[src/rtl/regfile_pkg.sv]
// Shared constants and helpers for the multi-port register file.
package regfile_pkg;

  localparam int unsigned DEF_WIDTH = 32;
  localparam int unsigned DEF_DEPTH = 32;
  localparam int unsigned DEF_NREAD = 2;
  localparam int unsigned ZERO_REG  = 0;

  function automatic int unsigned clog2(input int unsigned n);
    int unsigned r;
    r = 0;
    for (int unsigned i = 0; i < 32; i++) begin
      if ((64'd1 << r) < 64'(n)) r = r + 1;
    end
    return r;
  endfunction

endpackage

[src/rtl/regfile_if.sv]
// Write, issue and read-port bundle between decode/execute and the register file.
interface regfile_if #(
  parameter int unsigned WIDTH = 32,
  parameter int unsigned AW    = 5,
  parameter int unsigned NREAD = 2
);
  logic                   we;
  logic [AW-1:0]          waddr;
  logic [WIDTH-1:0]       wdata;
  logic                   issue;
  logic [AW-1:0]          iaddr;
  logic [NREAD*AW-1:0]    raddr;
  logic [NREAD*WIDTH-1:0] rdata;
  logic [NREAD-1:0]       rbusy;
  logic [AW:0]            nbusy;

  modport master (
    output we, waddr, wdata, issue, iaddr, raddr,
    input  rdata, rbusy, nbusy
  );

  modport slave (
    input  we, waddr, wdata, issue, iaddr, raddr,
    output rdata, rbusy, nbusy
  );
endinterface

[src/rtl/rf_scoreboard.sv]
// Pending-write bits per register plus a registered count of pending registers.
module rf_scoreboard
  import regfile_pkg::*;
#(
  parameter int unsigned DEPTH = DEF_DEPTH,
  parameter int unsigned AW    = clog2(DEPTH)
) (
  input  logic             clk,
  input  logic             rst,
  input  logic             issue,
  input  logic [AW-1:0]    iaddr,
  input  logic             we,
  input  logic [AW-1:0]    waddr,
  output logic [DEPTH-1:0] busy,
  output logic [AW:0]      nbusy
);

  logic [DEPTH-1:0] busy_q, busy_d;
  logic [AW:0]      nbusy_q, nbusy_d;
  logic             set_hit, clr_hit, inc, dec;

  always_comb begin
    set_hit = issue && (iaddr != AW'(ZERO_REG));
    clr_hit = we && (waddr != AW'(ZERO_REG));
    busy_d  = busy_q;
    if (clr_hit) busy_d[waddr] = 1'b0;
    // Set is applied last so a new producer wins over a same-cycle writeback.
    if (set_hit) busy_d[iaddr] = 1'b1;
    inc = set_hit && !busy_q[iaddr];
    dec = clr_hit && busy_q[waddr] && !(set_hit && (iaddr == waddr));
    nbusy_d = nbusy_q;
    case ({inc, dec})
      2'b10:   nbusy_d = nbusy_q + (AW+1)'(1);
      2'b01:   nbusy_d = nbusy_q - (AW+1)'(1);
      default: nbusy_d = nbusy_q;
    endcase
  end

  always_ff @(posedge clk or posedge rst) begin
    if (rst) begin
      busy_q  <= '0;
      nbusy_q <= '0;
    end else begin
      busy_q  <= busy_d;
      nbusy_q <= nbusy_d;
    end
  end

  assign busy  = busy_q;
  assign nbusy = nbusy_q;

endmodule

[src/rtl/regfile_mp.sv]
// Multi-read-port register file with optional write-through bypass and pending-write tracking.
module regfile_mp
  import regfile_pkg::*;
#(
  parameter int unsigned WIDTH  = DEF_WIDTH,
  parameter int unsigned DEPTH  = DEF_DEPTH,
  parameter int unsigned NREAD  = DEF_NREAD,
  parameter bit          BYPASS = 1'b1
) (
  input logic      clk,
  input logic      rst,
  regfile_if.slave bus
);

  localparam int unsigned AW = clog2(DEPTH);

  logic [WIDTH-1:0] mem_q [DEPTH];
  logic [DEPTH-1:0] busy;
  logic [AW:0]      nbusy;

  always_ff @(posedge clk or posedge rst) begin
    if (rst) begin
      for (int i = 0; i < DEPTH; i++) mem_q[i] <= '0;
    end else if (bus.we && (bus.waddr != AW'(ZERO_REG))) begin
      mem_q[bus.waddr] <= bus.wdata;
    end
  end

  rf_scoreboard #(
    .DEPTH (DEPTH),
    .AW    (AW)
  ) u_scoreboard (
    .clk   (clk),
    .rst   (rst),
    .issue (bus.issue),
    .iaddr (bus.iaddr),
    .we    (bus.we),
    .waddr (bus.waddr),
    .busy  (busy),
    .nbusy (nbusy)
  );

  assign bus.nbusy = nbusy;

  for (genvar k = 0; k < NREAD; k++) begin : g_read
    logic [AW-1:0] ra;
    logic          hit;
    logic          zero;

    assign ra   = bus.raddr[k*AW +: AW];
    assign hit  = BYPASS && bus.we && (bus.waddr == ra);
    // Reset also masks the bypass path so outputs drop to zero immediately.
    assign zero = rst || (ra == AW'(ZERO_REG));

    assign bus.rdata[k*WIDTH +: WIDTH] = zero ? '0 : (hit ? bus.wdata : mem_q[ra]);
    assign bus.rbusy[k]                = !zero && busy[ra] && !hit;
  end

endmodule

[src/flat_wrapper.sv]
// flat-port wrapper written by rule: the top's interface ports become plain ports
module regfile_mp_flat import regfile_pkg::*;
#(
  parameter int unsigned WIDTH  = DEF_WIDTH,
  parameter int unsigned DEPTH  = DEF_DEPTH,
  parameter int unsigned NREAD  = DEF_NREAD,
  parameter bit          BYPASS = 1'b1
)
  (clk, rst, bus_we, bus_waddr, bus_wdata, bus_issue, bus_iaddr, bus_raddr, bus_rdata, bus_rbusy, bus_nbusy);
  regfile_if #(.WIDTH(WIDTH), .AW((5)), .NREAD(NREAD)) bus_i ();
  input logic clk;
  input logic rst;
  input wire logic [$bits(bus_i.we)-1:0] bus_we;
  input wire logic [$bits(bus_i.waddr)-1:0] bus_waddr;
  input wire logic [$bits(bus_i.wdata)-1:0] bus_wdata;
  input wire logic [$bits(bus_i.issue)-1:0] bus_issue;
  input wire logic [$bits(bus_i.iaddr)-1:0] bus_iaddr;
  input wire logic [$bits(bus_i.raddr)-1:0] bus_raddr;
  output wire logic [$bits(bus_i.rdata)-1:0] bus_rdata;
  output wire logic [$bits(bus_i.rbusy)-1:0] bus_rbusy;
  output wire logic [$bits(bus_i.nbusy)-1:0] bus_nbusy;
  assign bus_i.we = bus_we;
  assign bus_i.waddr = bus_waddr;
  assign bus_i.wdata = bus_wdata;
  assign bus_i.issue = bus_issue;
  assign bus_i.iaddr = bus_iaddr;
  assign bus_i.raddr = bus_raddr;
  assign bus_rdata = bus_i.rdata;
  assign bus_rbusy = bus_i.rbusy;
  assign bus_nbusy = bus_i.nbusy;
  regfile_mp #(.WIDTH(WIDTH), .DEPTH(DEPTH), .NREAD(NREAD), .BYPASS(BYPASS)) u_core (.clk(clk), .rst(rst), .bus(bus_i));
endmodule
[config.mk]
export PLATFORM = sky130hd
export DESIGN_NAME = regfile_mp_flat
export DESIGN_NICKNAME = d
export VERILOG_FILES = /design/src/rtl/regfile_pkg.sv /design/src/rtl/regfile_if.sv /design/src/rtl/rf_scoreboard.sv /design/src/rtl/regfile_mp.sv /design/src/flat_wrapper.sv
export SDC_FILE = /design/constraint.sdc
export NUM_CORES = 2
export LEC_CHECK = 0
export CAP_MARGIN = 20
export CORE_MARGIN = 4
export CORE_UTILIZATION = 27
export DETAILED_ROUTE_END_ITERATION = 10
export GPL_TIMING_DRIVEN = 0
export SLEW_MARGIN = 25
export SYNTH_ARGS = -nofsm -noshare
export SYNTH_HDL_FRONTEND = slang
export SYNTH_SLANG_ARGS = --single-unit
[constraint.sdc]
create_clock -name clk -period 39.3 [get_ports clk]
set_input_delay 3.93 -clock clk [delete_from_list [all_inputs] [get_ports clk]]
set_output_delay 3.93 -clock clk [all_outputs]
set_load 0.05 [all_outputs]
# [Word-level counts from Yosys, hierarchy flattened]
# Index checks and enable logic that the tools add are counted.
# W data, S select, Z words.
[totals] ff_bits=1062 elab_cells=113
[classes] n_eq_ne=5 addsub=2 muxes=28 reduce_logical=28 n_lt_le_gt_ge=10 n_bitwise=6
[ops] operator="$bwmux W1024" count=1
[ops] operator="$mux W32" count=11
[ops] operator="$bmux W32 S5" count=2
[ops] operator="$demux W32 S5" count=1
[ops] operator="$and A32 B32 Y32" count=1
[ops] operator="$not A32 Y32" count=1
[ops] operator="$or A32 B32 Y32" count=1
[ops] operator="$lt A5 B6 Y1 const B" count=4
[ops] operator="$bmux W1 S5" count=4
[ops] operator="$ge A6 B6 Y1 const B" count=3
[ops] operator="$not A5 Y6" count=3
[ops] operator="$eq A5 B5 Y1" count=3
[ops] operator="$logic_and A1 B1 Y1" count=15
[ops] operator="$pmux W6 S2" count=1
[ops] operator="$demux W1 S5" count=2
[ops] operator="$ge A5 B1 Y1 const B" count=2
[ops] operator="$logic_not A5 Y1" count=2
[ops] operator="$reduce_bool A5 Y1" count=2
[ops] operator="$add A6 B1 Y6 const B" count=1
[ops] operator="$logic_not A1 Y1" count=6
[ops] operator="$lt A6 B1 Y1 const B" count=1
[ops] operator="$mux W1" count=6
[ops] operator="$sub A6 B1 Y6 const B" count=1
[ops] operator="$eq A2 B1 Y1 const B" count=1
[ops] operator="other kinds (3)" count=4

# [Logic depth before layout (Yosys ltp)]
[depth] word_depth=9 ltp_mapped=14

# [By module]
# From an unflattened synthesis, not the netlist that was laid out.
[hier_totals] cells_unflattened=4151 hier_area_um2=58023.1
[by_module_without_submodules] mod="regfile_mp" seq_area_each_um2=25624.6 area_each_um2=55682.2 instances=1 cells_each=3917
[by_module_without_submodules] mod="rf_scoreboard" seq_area_each_um2=950.9 area_each_um2=2341.0 instances=1 cells_each=234

# [Worst setup path after synthesis]
# OpenSTA, ideal clock, no wires.
[synth_path] path_kind="input-to-output" startpoint="input rst" endpoint="output bus_rdata[33]" n_path_buf=1 t_arrival_ns=28.594 t_required_ns=35.370 stages=5 path_slack_ns=6.776 path_cell_list="inv_1 > nand2_1 > nor4_1 > clkbuf_1 > a221o_1"
[synth_via] elab_chain_len=2
[synth_lines] element="start, declared" line="flat_wrapper.sv:12" text="input logic rst;"
[synth_lines] element="$logic_or A1 B1 Y1" line="regfile_mp.sv:53" text="assign zero = rst || (ra == AW'(ZERO_REG));"
[synth_lines] element="$mux W32" line="regfile_mp.sv:55" text="assign bus.rdata[k*WIDTH +: WIDTH] = zero ? '0 : (hit ? bus.wdata : mem_q[ra]);"
[synth_lines] element="end, declared" line="flat_wrapper.sv:19" text="output wire logic [$bits(bus_i.rdata)-1:0] bus_rdata;"
# Every way passes these cells.

# [Worst setup path after layout]
[layout_path] startpoint="input bus_raddr[7]" endpoint="output bus_rdata[56]"
[layout_via] elab_chain_len=6
[layout_lines] element="start, declared" line="flat_wrapper.sv:18" text="input wire logic [$bits(bus_i.raddr)-1:0] bus_raddr;"
[layout_lines] element="$not A5 Y6 (not written as such)" line="regfile_mp.sv:55"
[layout_lines] element="$bmux W32 S5" line="regfile_mp.sv:55"
[layout_lines] element="$mux W32 (not written as such) (2 in series)" line="regfile_mp.sv:55"
[layout_lines] element="$mux W32" line="regfile_mp.sv:55"
[layout_lines] element="$mux W32 (*)" line="regfile_mp.sv:55"
# Every way passes the cells marked *; elsewhere a longest branch is shown, timed or not. The select of a mux whose other input is x is not followed.

==> results.sh <==
export IMPL_wire_per_inst_um=33.9
export IMPL_slowest_delay_ns=0.91
export IMPL_status="finished clean"
export IMPL_async_flop_share=1.00
export IMPL_syn_num_nets=4162
export IMPL_hold_violations=0
export IMPL_htreeDepth=3
export IMPL_grt_start_max_net_pins=97
export IMPL_die_w_um=469
export IMPL_cp_end_kind="primary output"
export IMPL_crit_fanout=10
export IMPL_yosysSeqAreaShare=0.463
export IMPL_critical_path_class="in -> out"
export IMPL_die_h_um=469
export IMPL_hold_buffers=0
export IMPL_dpl_cell_count=7039
export IMPL_ant_nets=0
export IMPL_ir_drop_uv=39.3
export IMPL_pin_count=128
export IMPL_initial_core_util=0.273
export IMPL_gr_total_overflow=0
export IMPL_drc=0
export IMPL_synthTopCellsByArea="dfrtp_1, mux2_2, mux4_2"
export IMPL_vias=42600
export IMPL_root_buffer="clkbuf_16"
export IMPL_antenna_found_initial=27
export IMPL_cts_buffers=118
export IMPL_rsz0062_at_grt="false"
export IMPL_slowest_stage="clkbuf_1"
export IMPL_cts_tree="done"
export IMPL_synthFlopType="dfrtp_1"
export IMPL_synth_top_area_share=0.463
export IMPL_std_cell_rows=168
export IMPL_syn_avg_cell_area_sq_um=14.0
export IMPL_leakage_nw=28.3
export IMPL_setup_slack_ns=26.35
export IMPL_critPathTopFamily="buffers and inverters"
export IMPL_cts_repair_resized=0
export IMPL_fmaxAchievable_ghz=0.0772
export IMPL_fp_coreArea_sq_um=210000
export IMPL_clkLatencyLatePin_ns=0.79
export IMPL_wirelength_um=246000
export IMPL_clk_path_buf_depth=3
export IMPL_worst_clock_skew_ns=0.0274
export IMPL_place_ws_ns=26.61
export IMPL_cp_arrival_ns=9.02
export IMPL_synthTopCellsByCount="dfrtp_1, mux2_2, mux4_2"
export IMPL_slew_limit_headroom=0.161
export IMPL_place_congestion=0.941
export IMPL_fin_crit_ns=12.95
export IMPL_hp_class="reg -> reg"
export IMPL_yosys_warnings=0
export IMPL_stdcell_count=7262
export IMPL_drive_above_1_share=0.413
export IMPL_worst_slew_pin_slew_ns=1.25
export IMPL_drv_slew=0
export IMPL_synth_area_sq_um=57400
export IMPL_synth_most_common_cell="dfrtp_1"
export IMPL_grt_use_total=0.219
export IMPL_yosys_register_bits=1062
export IMPL_placed_cell_area_sq_um=62600
export IMPL_crit_chain="clkdlybuf4s50_1 -> buf_2 -> nor2_1 -> buf_2 -> clkbuf_1 -> a221oi_1 -> o21ai_0 -> a21oi_1 -> a221o_1 -> clkdlybuf4s50_1"
export IMPL_finalCritPeriodShare=0.330
export IMPL_hpwl_um=163000
export IMPL_grt_pass1_vias=42500
export IMPL_port_buffers=114
export IMPL_area_delta_synth_final_pct=16.1
export IMPL_crit_buf_inv=5
export IMPL_startpoint_type="primary input"
export IMPL_cts_reportedPaths_clkPinSlew_ns=0.05
export IMPL_powerDensity_nw_per_um2=50.5
export IMPL_viasPerCell=5.86
export IMPL_post_route_util=0.317
export IMPL_crit_required_ns=35.37
export IMPL_drv_cap=0
export IMPL_final_cell_area_sq_um=66600
export IMPL_drt_iter0_drc=5789
export IMPL_cts_setup_buffers=0
export IMPL_yosysTopAreaCell="dfrtp_1"
export IMPL_synth_edf_count=0
export IMPL_ys_types=51
export IMPL_dr_pass1_iters=6
export IMPL_syn_inst=4100
export IMPL_finalSetupViolations=0
export IMPL_finalPower_mw=3.36
export IMPL_nNetsFinal=4418
export IMPL_clock_sinks=1062
export IMPL_dieArea_sq_um=220000
export IMPL_grt_pass1_wl_um=339000
-- cell families (layout without fill, tap and decap cells) --
family	Yosys count	after routing	share of synthesized area
AO/OA/AOI/OAI	539	539	0.0690
XOR/XNOR	20	20	0.00305
adder cells (fa/ha/maj)	6	6	0.00144
buffers and inverters	481	831	0.0353
flip-flops	1062	1062	0.463
multiplexers	1703	1703	0.404
other	0	7	0
AND/OR/NAND/NOR	289	289	0.0240
-- cells in the final DEF, fill, tap and decap left out, types with 94 or more instances in the layout --
master,instances
a221oi_1,94
a22oi_1,128
buf_2,162
clkbuf_1,217
clkbuf_16,118
clkdlybuf4s50_1,114
dfrtp_1,1062
mux2_2,992
mux2i_1,319
mux4_2,390
nand2_1,106
-- routing by layer --
layer | wire, um | global-route usage | up-vias
li1 | - | - | 16400
met1 | 94900 | 0.278 | 22600
met2 | 104000 | 0.315 | 2830
met3 | 30100 | 0.0865 | 742
met4 | 16700 | 0.124 | 26
met5 | 284 | 0.00433 | -
-- layout make-up --
cell class / instances / area [sq um]
flip-flops and latches: 1062 / 26600
fillers: 20800 / 144000
inverters: 9 / 41.3
diodes: 7 / 17.5
clock inverters: 27 / 405
clock buffers: 187 / 3540
well taps: 2805 / 3510
plain buffers: 472 / 2100
repair buffers: 136 / 1630
multi-input cells: 2557 / 28800
-- stage by stage --
stage               hold slack, ns  setup TNS [ns]
floorplan                    0.441               0
global placement             0.453        -7981.07
detailed placement           0.467               0
finish                       0.475               0
global route                 0.488               0
CTS                          0.474               0
-- report_power, final --
part | internal (mW) | total (mW) | switching, mW
sequential | 1.30 | 1.47 | 0.163
clock | 0.656 | 1.15 | 0.491
combinational | 0.388 | 0.748 | 0.360
total | 2.35 | 3.36 | 1.01
-- path summary, 6_finish.rpt --
path	start	endpoint	slack, ns	depth (start not counted)
max	bus_raddr[7]	bus_rdata[56]	26.35	10
min	u_core.mem_q[994]	u_core.mem_q[994]	0.48	1
max reg2reg	u_core.u_scoreboard.busy[19]	u_core.u_scoreboard.nbusy[5]	35.77	10
min reg2reg	u_core.mem_q[994]	u_core.mem_q[994]	0.48	1
max in group asynchronous	rst	u_core.mem_q[299]	33.52	6
min in group asynchronous	rst	u_core.mem_q[608]	3.67	2
-- state kept, by name, indices dropped and copies added, names as in the netlist --
signal	count
u_core.u_scoreboard.busy	32
u_core.u_scoreboard.nbusy	6
u_core.mem_q	1024
Power figures use the tool's default switching activity.
